### src/rtl/shift_left_seq_pkg.sv
// Shared definitions for the multi-cycle left shifter.
// Holds the controller state encoding and the default operand and shift-amount widths.
// The right shifter uses the same defaults, so both sides of the ALU op mux agree.
package shift_left_seq_pkg;

    // Default operand width and shift-amount width
    localparam int DEF_WIDTH = 8;
    localparam int DEF_AW    = 3;

    // Controller states, 2-bit encoding
    typedef enum logic [1:0] {
        S_IDLE  = 2'd0,
        S_SHIFT = 2'd1,
        S_DONE  = 2'd2
    } state_t;

endpackage

### src/rtl/shift_left_seq_lane.sv
// One operand lane: a WIDTH-bit register that can load a value or shift left by one.
// Latency: load and shift both take effect on the next rising edge; holds otherwise.
// Backpressure: none; the controller sequences load and shift.
module shift_left_seq_lane #(
    parameter int WIDTH = 8
) (
    input  logic             clk,
    input  logic             reset,
    input  logic             load,
    input  logic             shift,
    input  logic [WIDTH-1:0] load_dat,
    output logic [WIDTH-1:0] lane_dat,
    output logic             msb_out
);

    logic [WIDTH-1:0] lane_d;
    logic [WIDTH-1:0] lane_q;

    // Next value: load has priority over shift; the LSB is zero-filled
    always_comb begin
        lane_d = lane_q;
        if (load) begin
            lane_d = load_dat;
        end else if (shift) begin
            lane_d = {lane_q[WIDTH-2:0], 1'b0};
        end
    end

    // Lane register with synchronous reset
    always_ff @(posedge clk) begin
        if (reset) begin
            lane_q <= '0;
        end else begin
            lane_q <= lane_d;
        end
    end

    assign lane_dat = lane_q;
    assign msb_out  = lane_q[WIDTH-1];

endmodule

### src/rtl/shift_left_seq.sv
// Multi-cycle logical left shifter: F = A << amt, G = B << amt, one bit per clock.
// Latency: done pulses amt+1 edges after the edge that samples start (amt=0 -> 1).
// Backpressure: start is only accepted in IDLE; start while busy is ignored.
module shift_left_seq
    import shift_left_seq_pkg::*;
#(
    parameter int WIDTH = DEF_WIDTH,
    parameter int AW    = DEF_AW
) (
    input  logic             clk,
    input  logic             reset,
    input  logic             start,
    input  logic [WIDTH-1:0] A,
    input  logic [WIDTH-1:0] B,
    input  logic [AW-1:0]    amt,
    output logic [WIDTH-1:0] F,
    output logic [WIDTH-1:0] G,
    output logic             cout,
    output logic             busy,
    output logic             done
);

    state_t          state_d, state_q;
    logic [AW-1:0]   count_d, count_q;
    logic            cout_d,  cout_q;

    logic            accept;
    logic            lane_load;
    logic            lane_shift;
    logic            a_msb;
    logic            b_msb;
    logic            last_shift;

    // Operands are captured only when idle so a start during an operation cannot disturb it
    assign accept     = start && (state_q == S_IDLE);
    assign lane_load  = accept;
    assign lane_shift = (state_q == S_SHIFT);
    assign last_shift = (state_q == S_SHIFT) && (count_q == AW'(1));

    // A lane: drives F and supplies the bit that falls off the top into cout
    shift_left_seq_lane #(.WIDTH(WIDTH)) u_lane_a (
        .clk      (clk),
        .reset    (reset),
        .load     (lane_load),
        .shift    (lane_shift),
        .load_dat (A),
        .lane_dat (F),
        .msb_out  (a_msb)
    );

    // B lane: drives G; its MSB is not observed at the ports
    shift_left_seq_lane #(.WIDTH(WIDTH)) u_lane_b (
        .clk      (clk),
        .reset    (reset),
        .load     (lane_load),
        .shift    (lane_shift),
        .load_dat (B),
        .lane_dat (G),
        .msb_out  (b_msb)
    );

    // State, remaining-shift counter and carry-out registers
    always_ff @(posedge clk) begin
        if (reset) begin
            state_q <= S_IDLE;
            count_q <= '0;
            cout_q  <= 1'b0;
        end else begin
            state_q <= state_d;
            count_q <= count_d;
            cout_q  <= cout_d;
        end
    end

    // Next-state logic: a zero shift skips straight to DONE
    always_comb begin
        state_d = state_q;
        case (state_q)
            S_IDLE: begin
                if (start) begin
                    state_d = (amt != '0) ? S_SHIFT : S_DONE;
                end
            end
            S_SHIFT: begin
                if (last_shift) begin
                    state_d = S_DONE;
                end
            end
            S_DONE: begin
                state_d = S_IDLE;
            end
            default: begin
                state_d = S_IDLE;
            end
        endcase
    end

    // Counter and carry-out: cout tracks the bit leaving A's MSB on each shift
    always_comb begin
        count_d = count_q;
        cout_d  = cout_q;
        if (accept) begin
            count_d = amt;
            cout_d  = 1'b0;
        end else if (state_q == S_SHIFT) begin
            count_d = count_q - AW'(1);
            cout_d  = a_msb;
        end
    end

    // Status outputs decoded from the state register only
    always_comb begin
        busy = 1'b0;
        done = 1'b0;
        case (state_q)
            S_SHIFT: begin
                busy = 1'b1;
            end
            S_DONE: begin
                busy = 1'b1;
                done = 1'b1;
            end
            default: begin
                busy = 1'b0;
                done = 1'b0;
            end
        endcase
    end

    assign cout = cout_q;

    // The B lane MSB is deliberately unobserved
    logic unused_b_msb;
    assign unused_b_msb = b_msb;

endmodule
### config.mk
export PLATFORM = sky130hd
export DESIGN_NAME = shift_left_seq
export DESIGN_NICKNAME = d
export VERILOG_FILES = /design/src/rtl/shift_left_seq_pkg.sv /design/src/rtl/shift_left_seq_lane.sv /design/src/rtl/shift_left_seq.sv
export SDC_FILE = /design/constraint.sdc
export NUM_CORES = 1
export LEC_CHECK = 0
export CAP_MARGIN = 10
export CELL_PAD_IN_SITES_DETAIL_PLACEMENT = 1
export CELL_PAD_IN_SITES_GLOBAL_PLACEMENT = 2
export CORE_MARGIN = 10
export CORE_UTILIZATION = 26
export CTS_CLUSTER_DIAMETER = 80
export DETAILED_ROUTE_END_ITERATION = 6
export PLACE_DENSITY_LB_ADDON = 0.1
export SLEW_MARGIN = 20
export SYNTH_ARGS = -nofsm -noshare
export SYNTH_HDL_FRONTEND = slang
export SYNTH_SLANG_ARGS = --single-unit
### constraint.sdc
create_clock -name clk -period 2.4 [get_ports clk]
set_input_delay 0.72 -clock clk [delete_from_list [all_inputs] [get_ports clk]]
set_output_delay 0.72 -clock clk [all_outputs]
set_load 0.005 [all_outputs]
* Word-level counts from Yosys, hierarchy flattened *
Cells that the tools add are included.

storage, ports and cells
  bits in latches = 0
  ROM bits = 0
  memories = 0
  register bits = 22
  output and inout port bits = 19
  word-level logic and storage cells = 31
  RAM bits = 0

cells by class
  shifts and indexed selects = 0
  $mul = 0
  $lt $le $gt $ge = 0
  bitwise operators = 0
  reductions and logical operators = 8
  muxes and demuxes = 12
  $add $sub $neg = 1
  eq/ne operators = 5
  divide/modulo/power cells = 0

operators with widths
  operator                                                                  count
  8-bit 2-to-1 mux                                                          4
  2-bit 2-to-1 mux                                                          3
  3-bit 2-to-1 mux                                                          2
  2-bit one-hot mux with 2 select lines                                     1
  2-bit OR reduction                                                        2
  3-bit by 1-bit == test with 1-bit output (second input constant)          1
  3-bit nonzero test                                                        1
  3-bit by 1-bit subtractor with 3-bit output (second input constant)       1
  2-bit by 1-bit == test with 1-bit output (second input constant)          1
  2-bit == test (second input constant)                                     1
  1-bit logical AND                                                         2
  2-bit logical NOT                                                         1
  1-bit 2-to-1 mux                                                          2
  2-bit by 1-bit inequality test with 1-bit output (second input constant)  1
  2-bit inequality test (second input constant)                             1
  2-bit AND reduction                                                       1
  2-bit nonzero test                                                        1

* Depth between registers and ports, before layout *
Gate-level depths: netlist (run 1).

  depth in word-level cells = 4
  depth in mapped cells = 7
  depth with buffers taken out = 5

* Hierarchy *
From an unflattened synthesis (run 1), not the netlist that was laid out.

unflattened totals
  cell total of the unflattened synthesis = 113
  area, all modules = 1111.1 um^2

by module, submodules not included
  module               cells each  sequential area each (um^2)  times used  area an instance (um^2)
  shift_left_seq_lane  36          160.2                        2           376.6
  shift_left_seq       41          120.1                        1           357.8

* Least setup slack after synthesis (run 1) *
No wires, ideal clock.

  path type = input -> register
  start = input amt[0]
  end = register state_q[1]
  data arrival time = 1400 ps
  path slack = 942 ps
  stages on the path = 3
  setup time = 58 ps
  cell sequence = or3_1 > a31oi_1 > o221a_2

between the ends
  longest elaborated chain between the ends = 4

RTL lines
  what                                   RTL line              text
  start: declaration                     shift_left_seq.sv:15  input logic [AW-1:0] amt,
  3-bit nonzero test                     shift_left_seq.sv:81  state_d = (amt != '0) ? S_SHIFT : S_DONE;
  2-bit 2-to-1 mux                       shift_left_seq.sv:81
  2-bit 2-to-1 mux                       shift_left_seq.sv:80  if (start) begin
  2-bit one-hot mux with 2 select lines  shift_left_seq.sv:78  case (state_q)
  end signal: assignment                 shift_left_seq.sv:69  state_q <= state_d;
  end: declaration                       shift_left_seq.sv:23  state_t state_d, state_q;

No other way between the ends. The select of a mux whose other input is x is not followed.
A chain may end at the register's enable or synchronous reset.

* Worst setup path in the final report (run 1) *
  start = register state_q[1]
  end = output busy

between the ends
  longest elaborated chain between the ends = 3

RTL lines
  what                                                                              RTL line               text
  2-bit by 1-bit == test with 1-bit output / 2-bit == test (equally long branches)  shift_left_seq.sv:115  case (state_q)
  2-bit OR reduction (no line) (*)                                                  -
  1-bit 2-to-1 mux (*)                                                              shift_left_seq.sv:115
  end: declaration                                                                  shift_left_seq.sv:19   output logic busy,

Mark *: on every way between the ends. The rest lies on a longest branch, timed or not.

==> flow_summary.yaml, run 1 <==
status:
  status: "completed"
timing:
  period_needed_ns: 2.20
  holdWs_ns: 0.516
  tightest_slew_ns: 0.567
  finalCritPeriodShare_pct: 91.6
  hold_viol: 0
  fin_skew_ns: 0.00548
  max_slew_margin_pct: 62.2
  clock.fmax_mhz: 455
  slew_violations: 0
  setup-violations-final: 0
  fin_setup_tns_ns: 0
  rsz0062_at_grt: "no"
  fin_ws_ns: 0.201
setup_path:
  critPathCaptureType: "primary output"
  slowest_stage: "clkdlybuf4s50_1"
  path_max_fanout: 3
  cp_top_family: "buffers and inverters"
  path_buf_inv: 2
  cp_cell_sequence: "inv_1 > ha_1 > clkdlybuf4s50_1"
  max_stage_delay_ns: 0.50
  required_ns: 1.68
  cp.arrival_ns: 1.48
  crit_type: "flop to primary output"
  crit_cells: 3
  startpoint_type: "flop"
  r2r_cells: 5
logic_synthesis:
  ys.flop_type: "dfxtp_1"
  postSynthAreaPerCell_sq_um: 9.38
  synth_cells: 114
  ys_ff_latch: 22
  synth_area_sq_um: 1070
  synth_commonest_cells: "22 x dfxtp_1, 16 x a211oi_1, 16 x nor2_1"
  yosys_warnings: 0
  synth_most_common_cell: "dfxtp_1"
  synth_largest_area_cell: "dfxtp_1"
  async_reset_ff_share_pct: 0
  synth_top_area_share_pct: 41.2
  ys_top_cells_by_area: "dfxtp_1 41%, mux2i_1 14%, a211oi_1 11%, ha_1 5.8%, nor2_1 5.6%"
  synth-edff-count: 0
  synth_nets: 141
  yosys.cell_types.count: 27
  seq_area_frac_synth_pct: 41.2
run:
  max_cap_violations: 0
pwr:
  p_leak_nw: 0.557
  powerDensity_nw_per_um2: 702
  ir_drop_mv: 0.172
placement:
  hpwlAfterDp_um: 2440
  port_buffers: 40
  placed_cell_area_sq_um: 1520
  dp.cells: 199
  gp_congestion: 0.691
  dp_slack_ns: 0.412
cts:
  clkSinkCount: 22
  clkTransAtPathRegs_ns: 0.07
  cts_buffer_depth: 2
  cts_root_buf: "clkbuf_8"
  htree_levels: 1
  worstSkewPairLatency_ns: 0.26
  cts_tree: "built"
  cts_setup_buffers: 0
  numCtsBuffers: 3
  cts_repair_resize_count: 0
  cts_hold_buf: 0
floorplanning:
  num_io_pins: 41
  core_sq_um: 4000
  start_util_pct: 26.7
  die_area_sq_um: 7080
  die_w_um: 84.1
  die_y_um: 84.1
  rows: 23
grt:
  grt_pass1_wl_um: 5260
  first_global_vias: 1070
  grt_max_degree: 31
  grt_overflow: 0
  grt_antenna_before_repair: 0
  grt_util_all_layers_pct: 8.90
worst_hold_path:
  worstHoldPathCells: 2
  min_path_type: "flop to flop"
route:
  avgRoutedWirePerCell_um: 15.5
  first_pass_iters: 3
  ant_nets: 0
  vias: 962
  routed_wl_um: 3140
  drtIter0Drc: 38
  drc_errors: 0
  vias_per_cell: 4.76
finish:
  drive_gt1_share_pct: 6.58
  synthToLayoutAreaGrowth_pct: 45.6
  final_cell_count_no_fill: 202
  antenna_cells: 0
  fillers: 460
  fin_nets: 181
  postLayoutCellArea_sq_um: 1560
-- registers in the layout, indices dropped and copies added (netlist names) --
signal	cells
u_lane_b.lane_dat	8
count_q	3
u_lane_a.lane_dat	8
cout	1
state_q	2
-- placed cells by master (no fill, tap or decap), drive strengths merged --
cell,synthesis,layout
clkdlybuf4s50,0,40
nand3,2,2
nor2,16,16
a31oi,1,1
xor2,1,1
buf,8,5
dfxtp,22,22
o31ai,1,1
o221a,1,1
mux2i,15,15
nor2b,1,1
clkbuf,2,3
nor3,2,2
a21oi,4,4
inv,5,5
ha,5,5
xnor2,1,1
a211oi,16,16
and2,1,1
o211ai,1,1
nand2b,1,1
nand2,6,6
or3,1,1
a2111o,1,1
-- worst min-delay path: cells and delay by family, from the launching register on --
family | cells | cell delay (ns)
flip-flops | 1 | 0.34
AND/OR/NAND/NOR | 1 | 0.07
AO/OA/AOI/OAI | 1 | 0.06
-- layout make-up --
class / instances / area (sq um) / area share [%]
well taps: 50 / 62.6 / 4.02
repair buffers: 45 / 450 / 28.9
inverters: 5 / 18.8 / 1.20
multi-input cells: 77 / 544 / 34.9
flip-flops and latches: 22 / 440 / 28.3
clock buffers: 3 / 41.3 / 2.65
-- cell families (layout without fill, tap and decap cells) --
family	Yosys count	after routing	share of synthesized area, %
compound gates	25	25	17.2
xor+xnor	2	2	1.64
fa+ha+maj	5	5	5.85
buf+inv	15	53	7.95
flops	22	22	41.2
mux	15	15	14.0
simple gates	30	30	12.2
-- report_power, final --
group	internal, mW	total (mW)	switching (mW)
clock network	0.112	0.230	0.118
logic	0.225	0.397	0.172
registers	0.423	0.466	0.0425
total	0.760	1.09	0.333
-- through the flow --
step	util, %	total power [mW]
2_1_floorplan	-	0.688
3_3_place_gp	37.9	0.869
3_5_place_dp	37.9	0.881
4_1_cts	38.9	1.12
5_1_grt	38.9	1.18
6_report	38.9	1.09
-- worst paths after layout --
kind / startpoint / slack, ns / end
hold reg to reg: u_lane_a.lane_dat[0] / 0.52 / u_lane_a.lane_dat[0]
setup reg to reg: state_q[1] / 0.80 / u_lane_a.lane_dat[3]
hold / removal: u_lane_a.lane_dat[0] / 0.52 / u_lane_a.lane_dat[0]
setup / recovery: state_q[1] / 0.20 / busy
-- metal layers --
layer | vias to the layer above | wire [um] | global-route usage, %
met5 | - | 0 | 0
met4 | 0 | 27 | 3.20
met1 | 458 | 1350 | 9.57
met3 | 4 | 235 | 3.86
met2 | 22 | 1530 | 15.1
li1 | 478 | - | -
No activity file was read; power rests on OpenSTA's default activity.
==> inputs of run 2 (changes only) <==
CORE_UTILIZATION = 22   (was 26)
clock period = 1.8 ns   (was 2.4 ns; I/O delays follow)
==> flow_summary.yaml, run 2 (synthesis gave the netlist of run 1 again) <==
setup_path:
  r2r_start: "state_q[1]"
  max_stage_delay_ns: 0.34
  path_max_fanout: 3
  required_ns: 1.26
  r2r_slack_ns: 0.44
  cp.arrival_ns: 1.19
  critPathCaptureType: "primary output"
  cp_cell_sequence: "inv_2 > ha_1 > dlygate4sd2_1"
  endpoint: "busy"
  r2r-end: "u_lane_a.lane_dat[7]"
  crit_start: "state_q[0]"
  r2r_cells: 5
  slowest_stage: "dfxtp_2"
  crit_type: "flop to primary output"
  startpoint_type: "flop"
status:
  status: "completed"
cts:
  clkSinkCount: 22
  worstSkewPairLatency_ns: 0.26
  htree_levels: 1
  cts_tree: "built"
  cts_root_buf: "clkbuf_8"
  cts_buffer_depth: 2
  numCtsBuffers: 3
  cts_hold_buf: 0
  clkTransAtPathRegs_ns: 0.08
route:
  ant_nets: 0
  wl_met1_um: 1560
  routed_wl_um: 3250
  drtIter0Drc: 23
  first_pass_iters: 4
  wl_met3_um: 179
  topRoutingLayerUsed: "met4"
  dr_wl_met2_um: 1500
  vias_per_cell: 4.27
  drc_errors: 0
  avgRoutedWirePerCell_um: 14.6
  vias: 952
run:
  max_cap_violations: 0
floorplanning:
  die_area_sq_um: 8050
  start_util_pct: 22.6
  core_sq_um: 4720
  die_y_um: 89.7
  die_w_um: 89.7
  rows: 25
  num_io_pins: 41
grt:
  grt_overflow: 0
  grt_pass1_wl_um: 5750
  grt_util_all_layers_pct: 8.47
  grt_antenna_before_repair: 0
  grt_max_degree: 28
  first_global_vias: 1125
placement:
  hpwlAfterDp_um: 2450
  dp.cells: 218
  port_buffers: 40
  placed_cell_area_sq_um: 1550
  gp_congestion: 0.791
pwr:
  p_leak_nw: 0.601
  powerDensity_nw_per_um2: 936
  ir_drop_mv: 0.514
finish:
  fin_nets: 184
  layout_common_cells: "37 x clkdlybuf4s50_1, 20 x dfxtp_1, 16 x nor2_1, 16 x a211oi_1, 15 x mux2i_1"
  multi_input_area_sq_um: 544
  fillers: 553
  antenna_cells: 0
  final_common_cell: "clkdlybuf4s50_1"
  synthToLayoutAreaGrowth_pct: 51.2
  final_cell_count_no_fill: 223
  ff_latch_area_sq_um: 443
  drive_gt1_share_pct: 10.9
  postLayoutCellArea_sq_um: 1620
timing:
  max_slew_margin_pct: 82.6
  slew_violations: 0
  setup-violations-final: 0
  tightest_slew_ns: 0.260
  finalCritPeriodShare_pct: 96.0
  clock.fmax_mhz: 579
  fin_setup_tns_ns: 0
  rsz0062_at_grt: "no"
  period_needed_ns: 1.73
  fin_skew_ns: 0.00254
  hold_viol: 0
worst_hold_path:
  min_path_type: "flop to flop"
==> run 2: cell count changes in the layout (fill, tap and decap cells not counted) <==
cell / change
buf_4: +3
clkbuf_8: +1
clkdlybuf4s50_1: -3
dfxtp_1: -2
dfxtp_2: +2
dlygate4sd2_1: +2
dlymetal6s2s_1: +1
inv_1: -1
inv_2: +1
==> run 2: per-stage QoR <==
step / worst slack [ns] / power [mW] / utilization (%) / hold WS [ns]
after floorplan: 0.485 / 0.918 / - / 0.477
after global placement: 0.0616 / 1.17 / 32.9 / 0.481
after detailed placement: 0.0532 / 1.19 / 32.9 / 0.491
after CTS: 0.0344 / 1.56 / 34.0 / 0.507
after global routing: 0.00856 / 1.65 / 34.3 / 0.535
final: 0.0725 / 1.51 / 34.3 / 0.504
==> run 2: report_power, final <==
part / internal, mW / switching (mW)
Combinational: 0.302 / 0.235
Sequential: 0.566 / 0.0554
Clock: 0.195 / 0.161
==> run 2: repair_timing <==
action,in CTS,in global routing
setup endpoints to repair,2,2
resized for setup,5,1
setup buffers,0,1
==> run 2: critical path, delay by kind of cell, from the launching register on <==
kind | cells | cell delay, ns
adders and majority gates | 1 | 0.27
DFF | 1 | 0.34
buffers and inverters | 2 | 0.31
==> run 2: area by class of cell <==
cell class,count,area share (%)
timing repair buffer,48,29.2
multi-input combinational,77,33.6
sequential,22,27.4
inverter,5,1.16
clock buffer,4,3.40
tap,67,5.18
==> run 2: worst min-delay path by stage <==
| stage | from | end | slack [ns] | cells past startpoint |
|---|---|---|---|---|
| 4_1_cts | u_lane_b.lane_dat[0] | u_lane_b.lane_dat[0] | 0.51 | 2 |
| 6_report | u_lane_b.lane_dat[0] | u_lane_b.lane_dat[0] | 0.50 | 2 |
| 3_3_place_gp | u_lane_b.lane_dat[0] | u_lane_b.lane_dat[0] | 0.48 | 2 |
| 2_1_floorplan | u_lane_a.lane_dat[0] | u_lane_a.lane_dat[0] | 0.48 | 2 |
| 5_1_grt | u_lane_b.lane_dat[0] | u_lane_b.lane_dat[0] | 0.53 | 2 |
| 3_5_place_dp | u_lane_b.lane_dat[0] | u_lane_b.lane_dat[0] | 0.49 | 2 |
==> run 2: routing by layer <==
| layer | global-route usage [%] | vias up |
|---|---|---|
| li1 | - | 485 |
| met1 | 9.98 | 439 |
| met3 | 3.57 | 2 |
| met2 | 14.2 | 26 |
| met4 | 1.21 | 0 |
| met5 | 0 | - |
